[config.mk]
export PLATFORM = sky130hd
export DESIGN_NAME = uart_transmitter
export DESIGN_NICKNAME = d
export VERILOG_FILES = /design/src/rtl/uart_pkg.sv /design/src/rtl/uart_tx_baud_gen.sv /design/src/rtl/uart_transmitter.sv
export SDC_FILE = /design/constraint.sdc
export NUM_CORES = 1
export LEC_CHECK = 0
export CORE_AREA = 2 2 74 76
export CTS_BUF_LIST = sky130_fd_sc_hd__clkbuf_8
export CTS_CLUSTER_SIZE = 12
export DETAILED_ROUTE_END_ITERATION = 12
export DIE_AREA = 0 0 76 78
export DONT_BUFFER_PORTS = 1
export PLACE_DENSITY = 0.87
export SYNTH_ARGS = -nofsm -noshare
export SYNTH_HDL_FRONTEND = slang
export SYNTH_SLANG_ARGS = --single-unit
[constraint.sdc]
create_clock -name clk -period 4 [get_ports clk]
set_input_delay 0.4 -clock clk [delete_from_list [all_inputs] [get_ports clk]]
set_output_delay 0.4 -clock clk [all_outputs]
set_load 0.005 [all_outputs]
[src/rtl/uart_pkg.sv]
// Shared UART definitions: frame state encodings, oversampling ratio and the
// baud divisor table helper, common to the transmitter and receiver.
package uart_pkg;

  localparam int unsigned OVERSAMPLE     = 16;
  localparam int unsigned DIV_W          = 16;
  localparam int unsigned DATA_BITS_N    = 8;
  localparam int unsigned DATA_LAST_TICK = (1 + DATA_BITS_N) * OVERSAMPLE - 1;

  typedef logic [2:0]       uart_state_t;
  typedef logic [DIV_W-1:0] baud_div_t;

  localparam uart_state_t IDLE       = 3'd0;
  localparam uart_state_t START_BIT  = 3'd1;
  localparam uart_state_t DATA_BITS  = 3'd2;
  localparam uart_state_t PARITY_BIT = 3'd3;
  localparam uart_state_t STOP_BIT   = 3'd4;

  localparam int unsigned BAUD_RATE [8] = '{300, 1200, 4800, 9600, 19200, 38400, 57600, 115200};

  // Divisor rounded to nearest; clamped to 1 so slow clocks still tick every cycle.
  function automatic baud_div_t baud_div(input int unsigned clk_hz, input logic [2:0] sel);
    int unsigned rate;
    int unsigned d;
    rate = BAUD_RATE[sel];
    d = (clk_hz + (OVERSAMPLE / 2) * rate) / (OVERSAMPLE * rate);
    if (d == 0) d = 1;
    return baud_div_t'(d);
  endfunction

endpackage

[src/rtl/uart_tx_baud_gen.sv]
// 16x-baud tick generator; the divisor is latched on restart so a frame keeps
// its rate even if baud_select moves mid-frame.
module uart_tx_baud_gen
  import uart_pkg::*;
#(
  parameter int unsigned CLK_HZ = 50000000
) (
  input  logic       clk,
  input  logic       reset,
  input  logic [2:0] baud_select,
  input  logic       restart,
  output logic       tick
);

  localparam baud_div_t DIV_TABLE [8] = '{
    baud_div(CLK_HZ, 3'd0), baud_div(CLK_HZ, 3'd1),
    baud_div(CLK_HZ, 3'd2), baud_div(CLK_HZ, 3'd3),
    baud_div(CLK_HZ, 3'd4), baud_div(CLK_HZ, 3'd5),
    baud_div(CLK_HZ, 3'd6), baud_div(CLK_HZ, 3'd7)
  };

  baud_div_t div_q;
  baud_div_t cnt;

  assign tick = (cnt == div_q - 1'b1);

  always_ff @(posedge clk or negedge reset) begin
    if (!reset) begin
      div_q <= '0;
      cnt   <= '0;
    end else if (restart) begin
      div_q <= DIV_TABLE[baud_select];
      cnt   <= '0;
    end else if (tick) begin
      cnt <= '0;
    end else begin
      cnt <= cnt + 1'b1;
    end
  end

endmodule

[src/rtl/uart_transmitter.sv]
// UART transmitter: start, 8 data bits MSB first, odd parity, stop; every bit
// held for 16 ticks of the 16x-baud generator. TxD and Tx_BUSY are registered.
module uart_transmitter
  import uart_pkg::*;
#(
  parameter int unsigned CLK_HZ = 50000000
) (
  input  logic       clk,
  input  logic       reset,
  input  logic [7:0] Tx_DATA,
  input  logic [2:0] baud_select,
  input  logic       Tx_EN,
  input  logic       Tx_WR,
  output logic       TxD,
  output logic       Tx_BUSY
);

  uart_state_t state;
  logic [7:0]  tick_cnt;
  logic [7:0]  shreg;
  logic        parity;
  logic        tick;
  logic        accept;
  logic        bit_end;

  assign accept  = (state == IDLE) && Tx_WR && Tx_EN;
  assign bit_end = tick && (tick_cnt[3:0] == 4'(OVERSAMPLE - 1));

  uart_tx_baud_gen #(
    .CLK_HZ(CLK_HZ)
  ) u_baud_gen (
    .clk        (clk),
    .reset      (reset),
    .baud_select(baud_select),
    .restart    (accept),
    .tick       (tick)
  );

  always_ff @(posedge clk or negedge reset) begin
    if (!reset) begin
      state    <= IDLE;
      TxD      <= 1'b1;
      Tx_BUSY  <= 1'b0;
      shreg    <= '0;
      parity   <= 1'b0;
      tick_cnt <= '0;
    end else if ((state != IDLE) && !Tx_EN) begin
      state    <= IDLE;
      TxD      <= 1'b1;
      Tx_BUSY  <= 1'b0;
      tick_cnt <= '0;
    end else begin
      case (state)
        IDLE: begin
          TxD <= 1'b1;
          if (accept) begin
            state    <= START_BIT;
            TxD      <= 1'b0;
            Tx_BUSY  <= 1'b1;
            shreg    <= Tx_DATA;
            parity   <= ~^Tx_DATA;
            tick_cnt <= '0;
          end
        end
        START_BIT: begin
          if (tick) tick_cnt <= tick_cnt + 8'd1;
          if (bit_end) begin
            state <= DATA_BITS;
            TxD   <= shreg[7];
          end
        end
        DATA_BITS: begin
          if (tick) tick_cnt <= tick_cnt + 8'd1;
          // tick_cnt spans the whole frame; the last data bit ends at tick 143.
          if (bit_end) begin
            if (tick_cnt == 8'(DATA_LAST_TICK)) begin
              state <= PARITY_BIT;
              TxD   <= parity;
            end else begin
              shreg <= {shreg[6:0], 1'b0};
              TxD   <= shreg[6];
            end
          end
        end
        PARITY_BIT: begin
          if (tick) tick_cnt <= tick_cnt + 8'd1;
          if (bit_end) begin
            state <= STOP_BIT;
            TxD   <= 1'b1;
          end
        end
        STOP_BIT: begin
          if (tick) tick_cnt <= tick_cnt + 8'd1;
          if (bit_end) begin
            state    <= IDLE;
            TxD      <= 1'b1;
            Tx_BUSY  <= 1'b0;
            tick_cnt <= '0;
          end
        end
        default: begin
          state    <= IDLE;
          TxD      <= 1'b1;
          Tx_BUSY  <= 1'b0;
          tick_cnt <= '0;
        end
      endcase
    end
  end

endmodule
[After elaboration in Yosys (flattened, before gate mapping)]
Memories as Yosys holds them, arrays and structs flattened. A register that Yosys moved wholly into a read port is not among the register bits.
Index checks and enable logic that the tools add are counted.
Cells by class
  eq/ne operators: 18
  muxes and demuxes: 30
  bitwise logic cells: 2
  reductions and logical operators: 17
  $add $sub $neg: 3
Operators by type and width (count)
  2-to-1 mux 8 bit: 7
  2-to-1 mux 16 bit: 2
  one-hot mux 8 bit (3 select lines): 1
  2-to-1 mux 3 bit: 7
  adder 16 x 1 -> 16 bit (second input constant): 1
  equality test 16 bit: 1
  one-hot mux 8 bit (2 select lines): 1
  subtractor 16 x 1 -> 16 bit (second input constant): 1
  != test 3 bit (second input constant): 5
  one-hot mux 3 bit (5 select lines): 1
  2-to-1 mux 1 bit: 9
  AND reduction 3 bit: 3
  adder 8 x 1 -> 8 bit (second input constant): 1
  equality test 8 bit (second input constant): 1
  XNOR reduction 8 bit: 1
  equality test 3 x 2 -> 1 bit (second input constant): 2
  != test 2 bit (second input constant): 3
  AND reduction 6 bit: 1
  AND reduction 5 bit: 1
  equality test 4 bit (second input constant): 1
  logical AND 1 bit: 4
  inverter 3 -> 4 bit: 1
  one-hot mux 1 bit (4 select lines): 1
  equality test 3 x 1 -> 1 bit (second input constant): 1
  other kinds (12): 13
Storage, ports and cells
  output and inout port bits: 2
  memory bits (read-only): 128
  register bits: 38
  input port bits: 15
  memories: 1
  logic and storage cells: 78
Memories
  (no name shown): words 8, bits a word 16, read ports 1, clocked after memory_dff 1, write ports 0, line uart_tx_baud_gen.sv:32  | div_q <= DIV_TABLE[baud_select];

[Logic depth before layout (Yosys ltp)]
Gate-level depths: netlist of run 1.
  word-level depth: 6
  mapped depth: 11
  mapped depth without buffers: 9

[By module]
A second synthesis of run 1 with hierarchy kept.
Second synthesis, totals
  cell total of the unflattened synthesis: 355
  area total of the unflattened synthesis: 3310.7 sq um
Modules (own cells, without submodules)
  uart_tx_baud_gen: cells an instance 220, seq. area each 700.7 sq um, area each 1945.6 sq um, instances 1
  uart_transmitter: cells an instance 135, seq. area each 551.8 sq um, area each 1365.1 sq um, instances 1

[Least setup slack after synthesis of run 1]
OpenSTA, ideal clock, no wires.
  kind: register to register
  start point: register u_baud_gen.div_q[0]
  end point: register tick_cnt[5]
  clock period less this slack: 3.026 ns
  cell stages (with the launch flop): 11
  path buffers: 1
  arrival: 2.942 ns
  setup time: 0.084 ns
  required time: 3.916 ns
  setup slack: 0.974 ns
  path through: dfrtp_1 -> inv_1 -> ha_1 -> or4b_1 -> or3_1 -> o21a_1 -> a31o_1 -> buf_6 -> or3_4 -> or4_1 -> o22ai_1
On the way
  word-level cells in the longest chain between the ends: 6
  elaborated cells between the ends (all ways): 7
  classes of those cells: add/sub (1); eq/ne (1); mux (4); reduce/logical (1)
RTL lines
  from (decl): line uart_tx_baud_gen.sv:22  | baud_div_t div_q;
  subtractor 16 x 1 -> 16 bit *: line uart_tx_baud_gen.sv:25  | assign tick = (cnt == div_q - 1'b1);
  equality test 16 bit *: line uart_tx_baud_gen.sv:25
  2-to-1 mux 8 bit or logical AND 1 bit (tied branches)
  2-to-1 mux 8 bit: line uart_transmitter.sv:94  | if (bit_end) begin
  one-hot mux 8 bit (3 select lines) *: line uart_transmitter.sv:53  | case (state)
  2-to-1 mux 8 bit *: line uart_transmitter.sv:47  | end else if ((state != IDLE) && !Tx_EN) begin
  to (signal assigned): line uart_transmitter.sv:66  | if (tick) tick_cnt <= tick_cnt + 8'd1;
  to (signal assigned): line uart_transmitter.sv:73  | if (tick) tick_cnt <= tick_cnt + 8'd1;
  to (signal assigned): line uart_transmitter.sv:93  | if (tick) tick_cnt <= tick_cnt + 8'd1;
  to (decl): line uart_transmitter.sv:19  | logic [7:0] tick_cnt;
Every way passes the cells marked *; elsewhere a longest branch is shown, timed or not.
A chain may end at the register's enable or synchronous reset.

[Worst setup path in the final report of run 1]
  start point: register u_baud_gen.div_q[0]
  end point: register tick_cnt[7]
The elaborated chain is that of the path after synthesis.

==> reports/qor.txt, run 1 <==
Gr ovfl total -> 0
Post-place setup slack -> 0.718 ns
CTS Sinks -> 50
Critical path class -> flop to flop
Final HPWL DP -> 4880 µm
WP data arrival -> 3.56 ns
Post-layout util -> 68.0%
H-Tree Depth -> 2
Fin Hold WS -> 0.229 ns
Seq/Total Area, Yosys -> 38.2%
Crit path max-delay family -> simple AND/OR/NAND/NOR gates
Most used cell, CP -> or4_1
Total track usage -> 23.6%
Critical-path top delay cell -> or4_1
Setup TNS -> 0 ns
Post-route insts no fill -> 426
Req. time, crit path -> 4.25 ns
Layout fillers -> 368
Pre-antenna DRT Iters -> 4
Peak supply drop -> 0.289 mV
Setup Skew -> 0.0121 ns
Design Power -> 1.51 mW
Netlist cell types -> 63
WL/cell -> 15.7 µm
Critical Path End Type -> flop
YS warnings -> 0
Share of layout cells above drive strength 1 -> 11.0%
Async SR Flop Fraction -> 100%
Slew at the pin closest to its max-slew limit -> 1.15 ns
Post-Route WL -> 6700 µm
Clock power share -> 18.8%
Vias per cell -> 6.02
PwrDens -> 439 nW/µm²
Post-DP Area -> 3310 µm²
CTS tree -> done
Largest net degree at the start of global routing -> 51
Logic pwr share -> 31.1%
EDFF count, synth -> 0
Switching portion of total power -> 37.1%
RD Place Congestion -> 0.925
Die outline area -> 5930 µm²
Net Switching -> 0.559 mW
Max Slew Vio Count -> 0
Crit path max fanout -> 8
Cts repair resizes -> 0
Nets -> 380
Max_cap viols -> 0
RSZ-0062 raised after global routing -> false
Antenna fix cells -> 0
Final setup viols -> 0
Commonest non-fill, non-tap cell in the layout -> dfrtp_1
Register bit total from synthesis -> 50
Vias in the first global route -> 2,470
Placed cell count -> 416
Status -> completed
Syn avg cell area -> 9.16 µm²
Top FF cell, synth -> dfrtp_1
P_leak -> 1.41 nW
Critical Path Source Type -> flop
Final WS setup -> 0.692 ns
Worst hold path type -> input port to flop
DR iter-0 viols -> 157
Cells after Synth -> 358
Fin. Hold Viols -> 0
Ports -> 17
Die Height -> 78 µm
# rows -> 26
Fmax -> 0.302 GHz
DRC -> 0
Skew-Pair Late Insertion Delay -> 0.30 ns
Buf+Inv Stages, Crit Path -> 1
Worst slew margin -> 22.9%
Power Internal -> 0.947 mW
Antenna Violating Nets Remaining -> 0
Via count -> 2,563
First-pass GRT wire length -> 11,300 µm
Syn nets -> 383
Clock Tree Buf Depth -> 2
CTS buffer count -> 5
Area added between synthesis and finish -> 4.58%
CP cell instances -> inv_1, ha_1, or4b_1, or4_1, o211ai_1, o21ai_1, or4_1, or4_1, nand3_1
Die width -> 76 µm
Design area -> 3430 µm²
Sequential share of power -> 50.1%
Clock slew at reported path FFs -> 0.09 ns
Synthesized cell area -> 3280 µm²
CP max stage delay -> 0.58 ns
Clk root buf -> clkbuf_8
I/O Buffers -> 0
Most frequent cells in the layout -> 49 x dfrtp_1, 40 x nor2_1, 30 x nand2_1
Initial antenna violation count -> 0
Final period util -> 82.7%
Initial Util -> 65.0%
Final min period -> 3.31 ns
Core region area -> 5040 µm²
-- power groups by stage --
stage / registers, mW / clock network [mW] / logic [mW]
3_3_place_gp: 0.754 / 0 / 0.424
3_5_place_dp: 0.760 / 0 / 0.446
2_1_floorplan: 0.698 / 0 / 0.413
6_report: 0.754 / 0.283 / 0.468
5_1_grt: 0.773 / 0.305 / 0.524
4_1_cts: 0.751 / 0.291 / 0.464
-- flip-flops by register name, indices dropped and copies added, names as in the netlist --
register          flops
u_baud_gen.cnt       16
u_baud_gen.div_q     12
shreg                 8
tick_cnt              8
state                 3
TxD                   1
Tx_BUSY               1
parity                1
-- Yosys cell counts (all sizes together) (3+ instances only) --
cell    number  area share [%]
or4          6             1.5
nand2       30             3.4
nor2        40             4.6
nand3       18             2.7
a21o         3            0.69
o211ai       6             1.4
nand4        4            0.76
o21a         3            0.69
mux2        20             6.9
nor3        10             1.5
nand2b       5            0.95
and2         5            0.95
ha          10             3.8
or3          4            0.92
buf          4             1.1
a31oi        3            0.57
mux2i        4             1.2
clkbuf       9             1.0
nor2b        8             1.5
xor2        12             3.2
nor4         4            0.76
o21ai       20             3.2
inv          9             1.0
dfrtp       49              37
and3         6             1.2
xnor2       21             5.6
a21oi       10             1.5
-- metal layers --
layer	vias to the layer above	wire, µm	GRT usage [%]
li1	1268	-	-
met1	1217	2930	29.6
met2	64	3310	41.3
met3	14	319	4.07
met4	0	135	8.55
met5	-	0	0
-- cell families after synthesis --
group | Yosys count | share of synthesized area [%]
compound gates | 65 | 13.0
xor+xnor | 33 | 8.81
fa+ha+maj | 10 | 3.82
buf+inv | 23 | 3.24
flops | 50 | 38.2
mux | 24 | 8.09
simple gates | 153 | 24.9
-- cell type report --
| cell class | instances | area, µm² | share of cell area (%) |
|---|---|---|---|
| multi-input combinational | 285 | 1920 | 56.0 |
| sequential | 50 | 1250 | 36.5 |
| clock inverter | 3 | 17.5 | 0.511 |
| inverter | 10 | 37.5 | 1.09 |
| tap | 70 | 87.6 | 2.55 |
| timing repair buffer | 3 | 45.0 | 1.31 |
| clock buffer | 5 | 68.8 | 2.01 |
-- worst paths after layout --
| path | slack (ns) | endpoint | cells past startpoint | start |
|---|---|---|---|---|
| setup / recovery | 0.69 | tick_cnt[7]$_DFFE_PN0P_ | 9 | u_baud_gen.div_q[0]$_DFFE_PN0P_ |
| hold / removal | 0.23 | state[2]$_DFFE_PN0P_ | 1 | Tx_EN |
| setup reg to reg | 0.69 | tick_cnt[7]$_DFFE_PN0P_ | 9 | u_baud_gen.div_q[0]$_DFFE_PN0P_ |
| hold reg to reg | 0.50 | TxD$_DFFE_PN1P_ | 2 | TxD$_DFFE_PN1P_ |
| max in group asynchronous | 3.13 | TxD$_DFFE_PN1P_ | 2 | reset |
| min in group asynchronous | 0.60 | u_baud_gen.cnt[15]$_DFF_PN0_ | 2 | reset |
-- what timing repair did --
action	in CTS	in global routing
hold endpoints to repair	50	0
setup buffers	0	0
hold buffers	2	0
Note: power is estimated with default switching activity, not from simulation.
==> run 2: changes to the inputs <==
- clock period: 4 -> 3.12 ns (I/O delays scaled with it)
==> run 2 against run 1 <==
  * Worst hold slack worse by 0.11 ns
  * Critical endpoint is now tick_cnt[5]$_DFFE_PN0P_
  * Sequential cell count stayed put
  * First-iteration DRC count is 67% higher
==> reports/qor.txt, run 2 (synthesized netlist as in run 1, its figures left out) <==
Status -> completed
I/O Buffers -> 0 (unchanged)
P_leak -> 1.56 nW (+11%)
Antenna Violating Nets Remaining -> 0 (unchanged)
Final HPWL DP -> 5220 µm (+7.1%)
Nets -> 404 (+6.3%)
Initial antenna violation count -> 0 (unchanged)
Max Slew Vio Count -> 0 (unchanged)
Post-Route WL -> 7610 µm (+14%)
Reg2Reg Setup Slack -> 0.03 ns (-0.66 ns)
Core region area -> 5040 µm² (unchanged)
Skew-Pair Late Insertion Delay -> 0.31 ns (about the same)
Max_cap viols -> 0 (unchanged)
Fmax -> 0.324 GHz (+7.1%)
Gr ovfl total -> 0 (unchanged)
Sequential share of power -> 40.1% (-10 points)
Critical Path Source Type -> flop
Fin. Hold Viols -> 0 (unchanged)
Final min period -> 3.09 ns (-0.218 ns)
Clk root buf -> clkbuf_8
Wire length on met3 -> 321 µm (+0.63%)
Peak supply drop -> 0.430 mV (+49%)
WP data arrival -> 3.33 ns (-0.23 ns)
Req. time, crit path -> 3.36 ns (-0.89 ns)
Layout fillers -> 342 (-7.1%)
Power Internal -> 1.49 mW (+58%)
Hold path depth -> 1 (unchanged)
Clock slew at reported path FFs -> 0.10 ns (about the same)
Met2 WL post-DR -> 4020 µm (+22%)
Share of layout cells above drive strength 1 -> 18.9% (+8.0 points)
Clock power share -> 24.1% (+5.3 points)
Area added between synthesis and finish -> 13.3%
Hold Startpoint -> Tx_EN
RD Place Congestion -> 0.880 (-4.9%)
H-Tree Depth -> 2 (unchanged)
CTS Sinks -> 50 (unchanged)
CTS tree -> done
Worst r2r src -> u_baud_gen.div_q[1]$_DFFE_PN0P_
Clock Tree Buf Depth -> 2 (unchanged)
Most frequent cells in the layout -> 49 x dfrtp_1, 40 x nor2_1, 30 x nand2_1
Fin Hold WS -> 0.118 ns (-0.111 ns)
DR iter-0 viols -> 262 (+67%)
Routed metal-1 wirelength -> 3180 µm (+8.5%)
Top reg by flops -> u_baud_gen.cnt
Crit path max-delay family -> simple AND/OR/NAND/NOR gates
Buf+Inv Stages, Crit Path -> 1 (unchanged)
Pre-antenna DRT Iters -> 5 (+1)
Reg2Reg Depth -> 9 (unchanged)
Largest net degree at the start of global routing -> 51 (unchanged)
Die Height -> 78 µm (unchanged)
Crit path max fanout -> 4 (-4)
Largest register FFs -> 16 (unchanged)
PwrDens -> 616 nW/µm² (+40%)
CP max stage delay -> 0.52 ns (-0.06 ns)
Final WS setup -> 0.0302 ns (-0.662 ns)
Design Power -> 2.29 mW (+52%)
Critical-path top delay cell -> or4_1
WL/cell -> 16.9 µm (+7.6%)
Slew at the pin closest to its max-slew limit -> 0.567 ns (-0.580 ns)
Logic pwr share -> 35.8% (+4.7 points)
Reg-to-Reg End -> tick_cnt[5]$_DFFE_PN0P_
DRC -> 0 (unchanged)
Vias in the first global route -> 2,713 (+9.8%)
Post-DP Area -> 3460 µm² (+4.7%)
Antenna fix cells -> 0 (unchanged)
Die width -> 76 µm (unchanged)
Critical path class -> flop to flop
Top flop regs -> u_baud_gen.cnt x16, u_baud_gen.div_q x12
Final setup viols -> 0 (unchanged)
Design area -> 3720 µm² (+8.4%)
DR top layer -> met4
CP cell instances -> inv_1, ha_2, or4b_4, or4_1, o211ai_1, o211ai_1, or3_4, or4_1, o22ai_2
CTS buffer count -> 5 (unchanged)
Setup Skew -> 0.00969 ns (-0.00245 ns)
Via count -> 2,761 (+7.7%)
Die outline area -> 5930 µm² (unchanged)
Post-place setup slack -> -0.0682 ns (-0.786 ns)
Total track usage -> 25.8% (+2.2 points)
Final period util -> 99.0% (+16 points)
First-pass GRT wire length -> 12,600 µm (+11%)
Hold Crit Endpoint -> state[2]$_DFFE_PN0P_
Worst slew margin -> 61.8% (+39 points)
Worst hold path type -> input port to flop
Net Switching -> 0.794 mW (+42%)
Switching portion of total power -> 34.7% (-2.4 points)
Commonest non-fill, non-tap cell in the layout -> dfrtp_1
Initial Util -> 65.0% (unchanged)
Critical Path End Type -> flop
Vias per cell -> 6.14 (+2.0%)
RSZ-0062 raised after global routing -> true
Ports -> 17 (unchanged)
# rows -> 26 (unchanged)
## run 2: worst max path at each step
stage,startpoint,end,slack [ns],depth (start not counted)
6_report,u_baud_gen.div_q[1]$_DFFE_PN0P_,tick_cnt[5]$_DFFE_PN0P_,0.03,9
5_1_grt,u_baud_gen.div_q[1]$_DFFE_PN0P_,tick_cnt[5]$_DFFE_PN0P_,-0.04,9
4_1_cts,u_baud_gen.div_q[1]$_DFFE_PN0P_,tick_cnt[7]$_DFFE_PN0P_,0.01,9
3_5_place_dp,u_baud_gen.div_q[1]$_DFFE_PN0P_,tick_cnt[7]$_DFFE_PN0P_,-0.07,9
3_3_place_gp,u_baud_gen.div_q[1]$_DFFE_PN0P_,shreg[2]$_DFFE_PN0P_,0.07,10
2_1_floorplan,u_baud_gen.div_q[0]$_DFFE_PN0P_,tick_cnt[5]$_DFFE_PN0P_,0.09,10
## run 2: layout make-up
cell class	count	area, µm²	area share (%)
multi-input cells	285	1960	52.7
flip-flops and latches	50	1250	33.7
repair buffers	27	241	6.50
well taps	70	87.6	2.36
clock buffers	5	68.8	1.85
clock inverters	3	68.8	1.85
inverters	10	37.5	1.01
## run 2: timing repair
item                                    CTS  global route
endpoints found under the setup margin    4            31
pin swaps                                 0             3
hold buffers                              2             0
gates resized for setup                   1            10
hold endpoints to repair                 50             0
setup buffers                             0             5
## run 2: metal layers
layer | global-route usage, % | up-vias
met5 | 0 | -
met4 | 9.45 | 0
met3 | 4.42 | 11
met2 | 45.6 | 73
met1 | 31.8 | 1360
li1 | - | 1317
## run 2: power by group through the flow
stage          clock network, mW  registers, mW  logic, mW
6_report                   0.552          0.918      0.818
5_1_grt                    0.579          0.934      0.888
4_1_cts                    0.558          0.909      0.748
3_5_place_dp                   0          0.922      0.721
3_3_place_gp                   0          0.912      0.681
2_1_floorplan                  0          0.895      0.530
## run 2: per-stage QoR
step           std cells  setup TNS, ns  utilization (%)
3_5_place_dp         435         -0.208             68.6
5_1_grt              450         -0.128             73.7
2_1_floorplan        358              0                -
6_report             450              0             73.7
4_1_cts              445              0             72.2
3_3_place_gp         435              0             68.6
## run 2: worst register-to-register path: cells and delay by family, from the launching register on
kind	cells	cell delay [ns]
compound gates	3	0.44
fa+ha+maj	1	0.19
flops	1	0.41
simple gates	4	1.88
buf+inv	1	0.10
==> run 3: changes to the inputs <==
- ABC_AREA: not set -> 1
- CORE_AREA: 2 2 74 76 -> 2 2 77 79
- DIE_AREA: 0 0 76 78 -> 0 0 79 81
==> run 3 against run 2 <==
  * First-iteration DRC count down 21%
  * Total power up 28%
  * Sequential cell count did not move
  * Setup slack better by 0.44 ns
  * Fmax up 17%
  * Worst hold slack gained 0.012 ns
  * Routed wire length is 2.8% lower
  * Clock skew is 0.0020 ns lower
  * Area after synthesis grew 7.7%
  * Synthesized cell count grew 30%
==> reports/qor.txt, run 3 <==
Status -> completed
Fmax -> 0.378 GHz (+17%)
Register bit total from synthesis -> 50 (unchanged)
Post-place setup slack -> 0.539 ns (+0.608 ns)
Area added between synthesis and finish -> 5.67%
Top-count cell post-synth -> nand2_1
Die outline area -> 6400 µm² (+7.9%)
# rows -> 28 (+7.7%)
Top reg by flops -> u_baud_gen.cnt
Wire length on met3 -> 441 µm (+37%)
Cells after Synth -> 467 (+30%)
Buf+Inv Stages, Crit Path -> 4 (+3)
Commonest non-fill, non-tap cell in the layout -> nand2_1
Final setup viols -> 0 (unchanged)
Initial Util -> 62.2% (-2.8 points)
CP max stage delay -> 0.45 ns (-0.07 ns)
P_leak -> 1.95 nW (+25%)
Skew-Pair Late Insertion Delay -> 0.32 ns (about the same)
Design area -> 3730 µm² (+0.40%)
Antenna Violating Nets Remaining -> 0 (unchanged)
CTS buffer count -> 5 (unchanged)
Routed metal-1 wirelength -> 3200 µm (+0.44%)
Top FF cell, synth -> dfrtp_1
Commonest cells in the netlist -> 110 x nand2_1, 71 x inv_1, 49 x dfrtp_1
PwrDens -> 787 nW/µm² (+28%)
Design Power -> 2.94 mW (+28%)
Max_cap viols -> 0 (unchanged)
Synth top area share -> 34.7% (-2.7 points)
Largest register FFs -> 16 (unchanged)
Critical Path Source Type -> flop
WP data arrival -> 2.86 ns (-0.47 ns)
Antenna fix cells -> 0 (unchanged)
Setup TNS -> 0 ns (unchanged)
Total track usage -> 25.5% (-0.33 points)
Synthesized cell area -> 3530 µm² (+7.7%)
DR iter-0 viols -> 208 (-21%)
DRC -> 0 (unchanged)
Final period util -> 84.8% (-14 points)
EDFF count, synth -> 0 (unchanged)
Die Height -> 81 µm (+3.8%)
Max Slew Vio Count -> 0 (unchanged)
Cts repair resizes -> 0 (-1)
Share of layout cells above drive strength 1 -> 12.1% (-6.9 points)
Clock slew at reported path FFs -> 0.10 ns (about the same)
Via count -> 3,023 (+9.5%)
Worst slew margin -> 56.4% (-5.4 points)
Most frequent cells in the layout -> 110 x nand2_1, 71 x inv_1, 49 x dfrtp_1
Post-DP Area -> 3600 µm² (+4.0%)
Clock Tree Buf Depth -> 2 (unchanged)
Fin. Hold Viols -> 0 (unchanged)
CP cell instances -> nor2_4, inv_1, nor2_1, nand3_2, inv_2, nor2_1, inv_2, nand2_1, inv_1, nand4_4, nand2_1, o21ai_2
Final min period -> 2.65 ns (-0.444 ns)
Final HPWL DP -> 5740 µm (+9.9%)
Critical path class -> flop to flop
Vias per cell -> 5.52 (-10%)
Syn avg cell area -> 7.56 µm² (-17%)
DR top layer -> met4
I/O Buffers -> 0 (unchanged)
Core region area -> 5680 µm² (+13%)
Worst hold path type -> input port to flop
Setup Skew -> 0.00767 ns (-0.00202 ns)
Syn nets -> 492 (+28%)
Placed cell count -> 538 (+24%)
RSZ-0062 raised after global routing -> false
Met2 WL post-DR -> 3630 µm (-9.9%)
Initial antenna violation count -> 0 (unchanged)
Post-CTS Setup Inserts -> 0 (unchanged)
Req. time, crit path -> 3.34 ns (-0.02 ns)
Peak supply drop -> 0.517 mV (+20%)
CTS Sinks -> 50 (unchanged)
Post-Route WL -> 7400 µm (-2.8%)
Netlist cell types -> 40 (-37%)
Seq/Total Area, Yosys -> 35.5% (-2.7 points)
Cts hold-fix bufs -> 2 (unchanged)
Crit path max fanout -> 16 (+12)
Top flop regs -> u_baud_gen.cnt x16, u_baud_gen.div_q x12
RD Place Congestion -> 1.02 (+16%)
Post-route insts no fill -> 548 (+22%)
Area contributors post-synth -> dfrtp_1 35%, nand2_1 12%, inv_1 7.5%, nand3_1 5.7%, xor2_1 4.5%
Vias in the first global route -> 2,987 (+10%)
CTS tree -> done
Pre-antenna DRT Iters -> 4 (-1)
Gr ovfl total -> 0 (unchanged)
Final WS setup -> 0.474 ns (+0.444 ns)
YS warnings -> 0 (unchanged)
Nets -> 497 (+23%)
WL/cell -> 13.5 µm (-20%)
First-pass GRT wire length -> 13,000 µm (+3.8%)
Slew at the pin closest to its max-slew limit -> 0.648 ns (+0.0814 ns)
Largest net degree at the start of global routing -> 51 (unchanged)
Async SR Flop Fraction -> 100% (unchanged)
Post-synth top area cell -> dfrtp_1
Die width -> 79 µm (+3.9%)
H-Tree Depth -> 2 (unchanged)
Clk root buf -> clkbuf_8
Critical-path top delay cell -> dfrtp_1
Critical Path End Type -> flop
Ports -> 17 (unchanged)
Crit path max-delay family -> simple AND/OR/NAND/NOR gates
[run 3: cell count changes after synthesis, sizes merged, moves of 9 or more]
cell,before,now
nand2,30,120
inv,9,77
nand3,18,44
mux2,20,0
xnor2,21,9
nor2,40,49
o21ai,20,29
[run 3: logic make-up after synthesis]
group,after synthesis,share of synthesized area (%)
buffers and inverters,81,8.89
muxes,6,1.70
adders and majority gates,10,3.54
xor gates and xnor gates,28,7.16
AOI/OAI and AO/OA,52,8.97
and+or+nand+nor,240,34.3
DFF,50,35.5
[run 3: per-stage QoR]
step	hold WS [ns]	util [%]
floorplan	0.0164	-
global placement	0.0181	63.4
detailed placement	0.0181	63.4
CTS	0.123	65.7
global route	0.129	65.7
finish	0.130	65.7
[run 3: report_power, final]
part / internal [mW] / total [mW] / switching (mW)
Sequential: 0.845 / 1.07 / 0.222
Clock: 0.162 / 0.407 / 0.244
Combinational: 0.513 / 1.46 / 0.951
[run 3: routing by layer]
layer,up-vias,track usage (%)
li1,1497,-
met5,-,0
met4,0,9.66
met2,79,43.4
met1,1434,31.5
met3,13,6.22
[run 3: worst paths after layout]
path / from / end / slack, ns / cells after the start
max: state[2]$_DFFE_PN0P_ / shreg[2]$_DFFE_PN0P_ / 0.47 / 12
min reg2reg: shreg[1]$_DFFE_PN0P_ / shreg[1]$_DFFE_PN0P_ / 0.50 / 2
min in group asynchronous: reset / u_baud_gen.cnt[9]$_DFF_PN0_ / 0.52 / 2
min: baud_select[2] / u_baud_gen.div_q[3]$_DFFE_PN0P_ / 0.13 / 2
max in group asynchronous: reset / TxD$_DFFE_PN1P_ / 2.33 / 2
max reg2reg: state[2]$_DFFE_PN0P_ / shreg[2]$_DFFE_PN0P_ / 0.47 / 12
[run 3: area by class of cell]
cell class | instances | area, µm²
multi-input cells | 336 | 1960
fillers | 475 | 1940
flip-flops and latches | 50 | 1250
inverters | 77 | 289
well taps | 75 | 93.8
clock buffers | 5 | 68.8
repair buffers | 2 | 37.5
clock inverters | 3 | 25.0
